===== src/rtl/sram_dma_engine.sv =====
// sram_dma_engine: request-side bulk memory engine for the single-port SRAM
// controller. Performs ascending word copy, pattern fill and pattern check
// over the SRAM, one job per start pulse, ending in a one-cycle done pulse.
module sram_dma_engine #(
   parameter int AW = 13,
   parameter int DW = 32,
   parameter int LW = 12
) (
   input  logic          i_clk,
   input  logic          i_rst,
   input  logic          i_start,
   input  logic [1:0]    i_mode,
   input  logic [AW-1:0] i_src_addr,
   input  logic [AW-1:0] i_dst_addr,
   input  logic [LW-1:0] i_len_words,
   input  logic [DW-1:0] i_pattern,
   input  logic          i_abort,
   output logic          o_busy,
   output logic          o_done,
   output logic          o_err,
   output logic [AW-1:0] o_err_addr,
   output logic [LW-1:0] o_words_done,
   output logic          o_sram_req,
   output logic          o_sram_we,
   output logic [3:0]    o_sram_be,
   output logic [AW-1:0] o_sram_addr,
   output logic [DW-1:0] o_sram_wdata,
   input  logic [DW-1:0] i_sram_rdata,
   input  logic          i_sram_ready
);

   localparam logic [1:0]    MODE_COPY  = 2'b00;
   localparam logic [1:0]    MODE_FILL  = 2'b01;
   localparam logic [1:0]    MODE_CHECK = 2'b10;
   localparam logic [1:0]    MODE_RSVD  = 2'b11;
   localparam logic [AW-1:0] WORD_STEP  = AW'(4);

   typedef enum logic [1:0] {
      ST_IDLE,
      ST_RD,
      ST_WR,
      ST_DONE
   } state_t;

   state_t        r_state;
   logic [1:0]    r_mode;
   logic [AW-1:0] r_src;
   logic [AW-1:0] r_dst;
   logic [LW-1:0] r_len;
   logic [DW-1:0] r_pattern;
   logic          r_busy;
   logic          r_done;
   logic          r_err;
   logic [AW-1:0] r_err_addr;
   logic [LW-1:0] r_words;
   logic          r_req;
   logic          r_we;
   logic [3:0]    r_be;
   logic [AW-1:0] r_addr;
   logic [DW-1:0] r_wdata;

   logic          w_accept;
   logic          w_active;
   logic [LW-1:0] w_words_inc;
   logic          w_last;
   logic [AW-1:0] w_dst_next;
   logic [AW-1:0] w_src_next;
   logic          w_finish;

   assign w_accept    = r_req & i_sram_ready;
   assign w_active    = (r_state == ST_RD) || (r_state == ST_WR);
   assign w_words_inc = r_words + LW'(1);
   assign w_last      = (w_words_inc == r_len);
   assign w_dst_next  = r_dst + WORD_STEP;
   assign w_src_next  = r_src + WORD_STEP;

   // A job ends either on abort during an access phase or when the access
   // that completes the final word is accepted (copy reads never complete a word).
   assign w_finish = (w_active && i_abort) ||
                     (w_accept && w_last &&
                      ((r_state == ST_WR) || ((r_state == ST_RD) && (r_mode == MODE_CHECK))));

   // Job sequencer: state plus every registered output, so request outputs
   // stay stable while the controller holds off with ready low.
   always_ff @(posedge i_clk) begin
      if (i_rst) begin
         r_state    <= ST_IDLE;
         r_mode     <= MODE_COPY;
         r_src      <= '0;
         r_dst      <= '0;
         r_len      <= '0;
         r_pattern  <= '0;
         r_busy     <= 1'b0;
         r_done     <= 1'b0;
         r_err      <= 1'b0;
         r_err_addr <= '0;
         r_words    <= '0;
         r_req      <= 1'b0;
         r_we       <= 1'b0;
         r_be       <= 4'h0;
         r_addr     <= '0;
         r_wdata    <= '0;
      end else begin
         case (r_state)
            ST_IDLE: begin
               r_done <= 1'b0;
               if (i_start) begin
                  r_mode     <= i_mode;
                  r_src      <= i_src_addr;
                  r_dst      <= i_dst_addr;
                  r_len      <= i_len_words;
                  r_pattern  <= i_pattern;
                  r_err      <= 1'b0;
                  r_err_addr <= '0;
                  r_words    <= '0;
                  if (i_len_words == '0) begin
                     r_state <= ST_DONE;
                     r_done  <= 1'b1;
                  end else if (i_mode == MODE_RSVD) begin
                     r_state    <= ST_DONE;
                     r_done     <= 1'b1;
                     r_err      <= 1'b1;
                     r_err_addr <= i_dst_addr;
                  end else if (i_dst_addr[1:0] != 2'b00) begin
                     r_state    <= ST_DONE;
                     r_done     <= 1'b1;
                     r_err      <= 1'b1;
                     r_err_addr <= i_dst_addr;
                  end else if ((i_mode == MODE_COPY) && (i_src_addr[1:0] != 2'b00)) begin
                     r_state    <= ST_DONE;
                     r_done     <= 1'b1;
                     r_err      <= 1'b1;
                     r_err_addr <= i_src_addr;
                  end else begin
                     r_busy <= 1'b1;
                     r_req  <= 1'b1;
                     r_be   <= 4'hF;
                     if (i_mode == MODE_FILL) begin
                        r_state <= ST_WR;
                        r_we    <= 1'b1;
                        r_addr  <= i_dst_addr;
                        r_wdata <= i_pattern;
                     end else begin
                        r_state <= ST_RD;
                        r_we    <= 1'b0;
                        r_addr  <= (i_mode == MODE_COPY) ? i_src_addr : i_dst_addr;
                     end
                  end
               end
            end

            ST_RD: begin
               if (w_accept) begin
                  if (r_mode == MODE_COPY) begin
                     r_wdata <= i_sram_rdata;
                     r_state <= ST_WR;
                     r_we    <= 1'b1;
                     r_addr  <= r_dst;
                  end else begin
                     if ((i_sram_rdata != r_pattern) && !r_err) begin
                        r_err      <= 1'b1;
                        r_err_addr <= r_dst;
                     end
                     r_words <= w_words_inc;
                     r_dst   <= w_dst_next;
                     r_addr  <= w_dst_next;
                  end
               end
            end

            ST_WR: begin
               if (w_accept) begin
                  r_words <= w_words_inc;
                  r_dst   <= w_dst_next;
                  if (r_mode == MODE_COPY) begin
                     r_src   <= w_src_next;
                     r_state <= ST_RD;
                     r_we    <= 1'b0;
                     r_addr  <= w_src_next;
                  end else begin
                     r_addr  <= w_dst_next;
                  end
               end
            end

            ST_DONE: begin
               r_done  <= 1'b0;
               r_state <= ST_IDLE;
            end

            default: begin
               r_state <= ST_IDLE;
            end
         endcase

         if (w_finish) begin
            r_state <= ST_DONE;
            r_busy  <= 1'b0;
            r_done  <= 1'b1;
            r_req   <= 1'b0;
            r_we    <= 1'b0;
            r_be    <= 4'h0;
         end
      end
   end

   assign o_busy       = r_busy;
   assign o_done       = r_done;
   assign o_err        = r_err;
   assign o_err_addr   = r_err_addr;
   assign o_words_done = r_words;
   assign o_sram_req   = r_req;
   assign o_sram_we    = r_we;
   assign o_sram_be    = r_be;
   assign o_sram_addr  = r_addr;
   assign o_sram_wdata = r_wdata;

endmodule


===== config.mk =====
export PLATFORM = sky130hd
export DESIGN_NAME = sram_dma_engine
export DESIGN_NICKNAME = d
export VERILOG_FILES = /design/src/rtl/sram_dma_engine.sv
export SDC_FILE = /design/constraint.sdc
export NUM_CORES = 1
export LEC_CHECK = 0
export CAP_MARGIN = 10
export CORE_MARGIN = 10
export CORE_UTILIZATION = 51
export DETAILED_ROUTE_END_ITERATION = 6
export PLACE_DENSITY = 0.81
export SYNTH_ARGS = -nofsm -noshare
export SYNTH_HDL_FRONTEND = slang
export SYNTH_SLANG_ARGS = --single-unit

===== constraint.sdc =====
create_clock -name i_clk -period 2.9 [get_ports i_clk]
set_input_delay 0.29 -clock i_clk [delete_from_list [all_inputs] [get_ports i_clk]]
set_output_delay 0.29 -clock i_clk [all_outputs]
set_load 0.05 [all_outputs]

==> flow_summary.ini <==
[worst_setup_path]
worst_setup_path_end_kind = flop
cpPeakStageDelay_ns = 0.57
r2r_end = o_words_done[2]
reg2reg_slack_ns = 0.30
r2r_start = r_state[0]
cp.required_ns = 3.26
cp_max_fo = 11
reg2reg_depth = 7
crit_type = reg -> reg
cp.arrival_ns = 2.96
crit_chain = inv_1 > ha_1 > nor2b_1 > a211oi_2 > nand3_1 > or3b_2 > a21oi_1
slowest_stage = or3b_2
start_kind = flop

[synthesis]
synth_cells = 1097
async_flop_share = 0
synth_fp_nets = 1215
avgSynthCellArea_um2 = 7.738
synth_seq_cells = 148
synth_cell_types = 62
synth_warnings = 0
ys_top_cells_by_area = dfxtp_1 (35%), nand2_1 (7.6%), a21oi_1 (7.0%)
synth-main-ff-cell = dfxtp_1
synth-seq-area-share = 0.3491
synth_area_um2 = 8488
synth_edf_count = 0
yosys.area.top_type_share = 0.3491
synth_area_leader_cell = dfxtp_1

[clock_tree]
cts_resized = 0
clkSinkCount = 148
clk_pin_slew_ns = 0.06
worstSkewPairLatency_ns = 0.43
postCtsSetupBuffers = 0
htree_levels = 4
cts_root_buffer = clkbuf_16
hold_buffers = 0
cts_tree = yes
cts.path.max_buffers = 2
numCtsBuffers = 17

[floorplan]
initial_utilization = 0.5155
rows = 47
ios = 188
die_area_um2 = 22200
coreArea_um2 = 16470
fp.dieH_um = 149.0
chipWidth_um = 149.0

[cells_and_area]
layout_common_cells = clkdlybuf4s50_1 (186), nand2_1 (171), dfxtp_1 (148)
design_area_um2 = 11170
finish.utilization = 0.6781
fillers = 1323
fin_nets = 1359
layout-drive-gt1-share = 0.07496
areaGrowthSynthToFinish_pct = 31.54
final_common_cell = clkdlybuf4s50_1

[global_routing]
grt_overflow_total = 0
antenna_found_initial = 3
grt_util_all_layers = 0.2552
grt_pass1_vias = 8598
grt_pass1_wl_um = 45710
grt_max_degree = 49

[route]
routed_via_density = 6.116
drc = 3
first_iter_violations = 885
postRouteAntennaNets = 0
finalWirelength_um = 29250
vias = 9027
dr.pass1.iters = 7
wire_per_inst_um = 19.82

[sta]
fmax_mhz = 384.4
worst_slack_ns = 0.2986
slew_violations = 0
finClkSkew_ns = 0.01007
period_needed_ns = 2.601
rsz0062_at_grt = no
relSlewSlack = 0.5407
fin_tns_setup_ns = 0
worstMarginPinSlew_ns = 0.6864
setup_viol = 0
fin_crit_sh = 0.8970
hold_violations = 0

[min_path]
holdPathEnd = r_src[8]
min_from = i_rst
whs_path_depth = 2
hold_path.class = in -> reg

[placed_design]
place_area_um2 = 10550
dp_hpwl_um = 21300
dp_slack_ns = 0.2608
portBuffers = 187
finalWeightedCongestion = 0.9464

[job]
max-cap-violations = 0

[pwr]
p_per_area_nw_per_um2 = 1170
ir_drop_mv = 0.7809
p_leak_nw = 3.972
power_mw = 13.06

[run_status]
violations = DRC
status = finished, violations left
## flip-flops by register name (all words and copies together), names as in the netlist, 12 cells and up
name          flops
o_sram_wdata     32
r_pattern        32
o_err_addr       13
o_sram_addr      13
r_dst            13
r_src            13
o_words_done     12
r_len            12
## stage by stage
stage / instances / hold slack, ns
2_1_floorplan: 1097 / 0.4260
3_3_place_gp: 1442 / 0.4436
3_5_place_dp: 1442 / 0.4500
4_1_cts: 1474 / 0.2845
5_1_grt: 1476 / 0.3131
6_report: 1476 / 0.3078
## synthesized netlist by cell type, types with 3 or more instances
master and instances:
nand2_1 171, dfxtp_1 148, a21oi_1 119, nor2_1 94
clkbuf_1 76, nor3_1 50, xnor2_1 48, mux2i_1 42
o21ai_0 38, a211oi_1 35, nand3_1 21, a211oi_2 20
inv_1 20, a311oi_1 18, nand4_1 15, xor2_1 12
a21o_1 11, nand4b_1 11, nor4_1 11, nand2b_1 10
a22oi_1 9, ha_1 9, o211ai_1 8, buf_2 7
and3_1 6, buf_4 6, o211a_1 6, a31oi_1 5
a32oi_1 5, and2_1 5, buf_1 5, o21a_1 4
a211o_1 3, a221oi_1 3, mux2_2 3, nand3b_1 3
nor2b_1 3, nor3b_1 3, or2_2 3, or3_1 3
## final cells by class
class / count / area (µm²) / area share
Clock inverter: 11 / 137.6 / 0.01233
Multi-Input combinational cell: 834 / 5076 / 0.4546
Sequential cell: 148 / 2963 / 0.2654
Inverter: 21 / 78.83 / 0.007060
Tap cell: 220 / 275.3 / 0.02465
Clock buffer: 21 / 470.5 / 0.04213
Antenna cell: 2 / 5.005 / 0.0004482
Timing Repair Buffer: 219 / 2160 / 0.1934
## where the power goes
part	internal [mW]	total (mW)	switching [mW]	leakage [nW]
Combinational	2.69	7.50	4.81	2.46
Clock	1.36	2.29	0.931	0.296
Sequential	2.68	3.28	0.594	1.21
Total	6.73	13.1	6.33	3.97
## kinds of logic (layout without fill, tap and decap cells)
family	count (synthesis)	in the layout	synth area share
multiplexers	45	45	0.05351
AND/OR/NAND/NOR	417	417	0.2246
buffers and inverters	115	272	0.05454
adder cells (fa/ha/maj)	9	9	0.01327
XOR/XNOR	60	60	0.06191
flip-flops	148	148	0.3491
other	0	2	0
AO/OA/AOI/OAI	303	303	0.2431
## metal layers
layer	part of all wire	global-route usage	vias up
met1	0.39	0.3013	4242
li1	-	-	4217
met4	0.037	0.1119	2
met5	0.00044	0	-
met2	0.47	0.4133	476
met3	0.10	0.08556	90
## worst max-delay path by stage
stage | slack [ns] | startpoint | to
floorplan | 0.58 | o_sram_be[0] | o_err_addr[10]
global placement | 0.35 | i_dst_addr[1] | o_sram_addr[9]
detailed placement | 0.26 | i_dst_addr[1] | o_sram_addr[9]
CTS | 0.30 | r_state[0] | o_words_done[2]
global route | 0.10 | r_state[0] | o_words_done[2]
finish | 0.30 | r_state[0] | o_words_done[2]
## critical path, delay by kind of cell, from the launching register on
kind,cells,cell delay [ns]
compound gates,2,0.50
simple gates,3,1.20
flops,1,0.42
buf+inv,1,0.11
fa+ha+maj,1,0.31
Note: power is estimated with default switching activity, not from simulation.
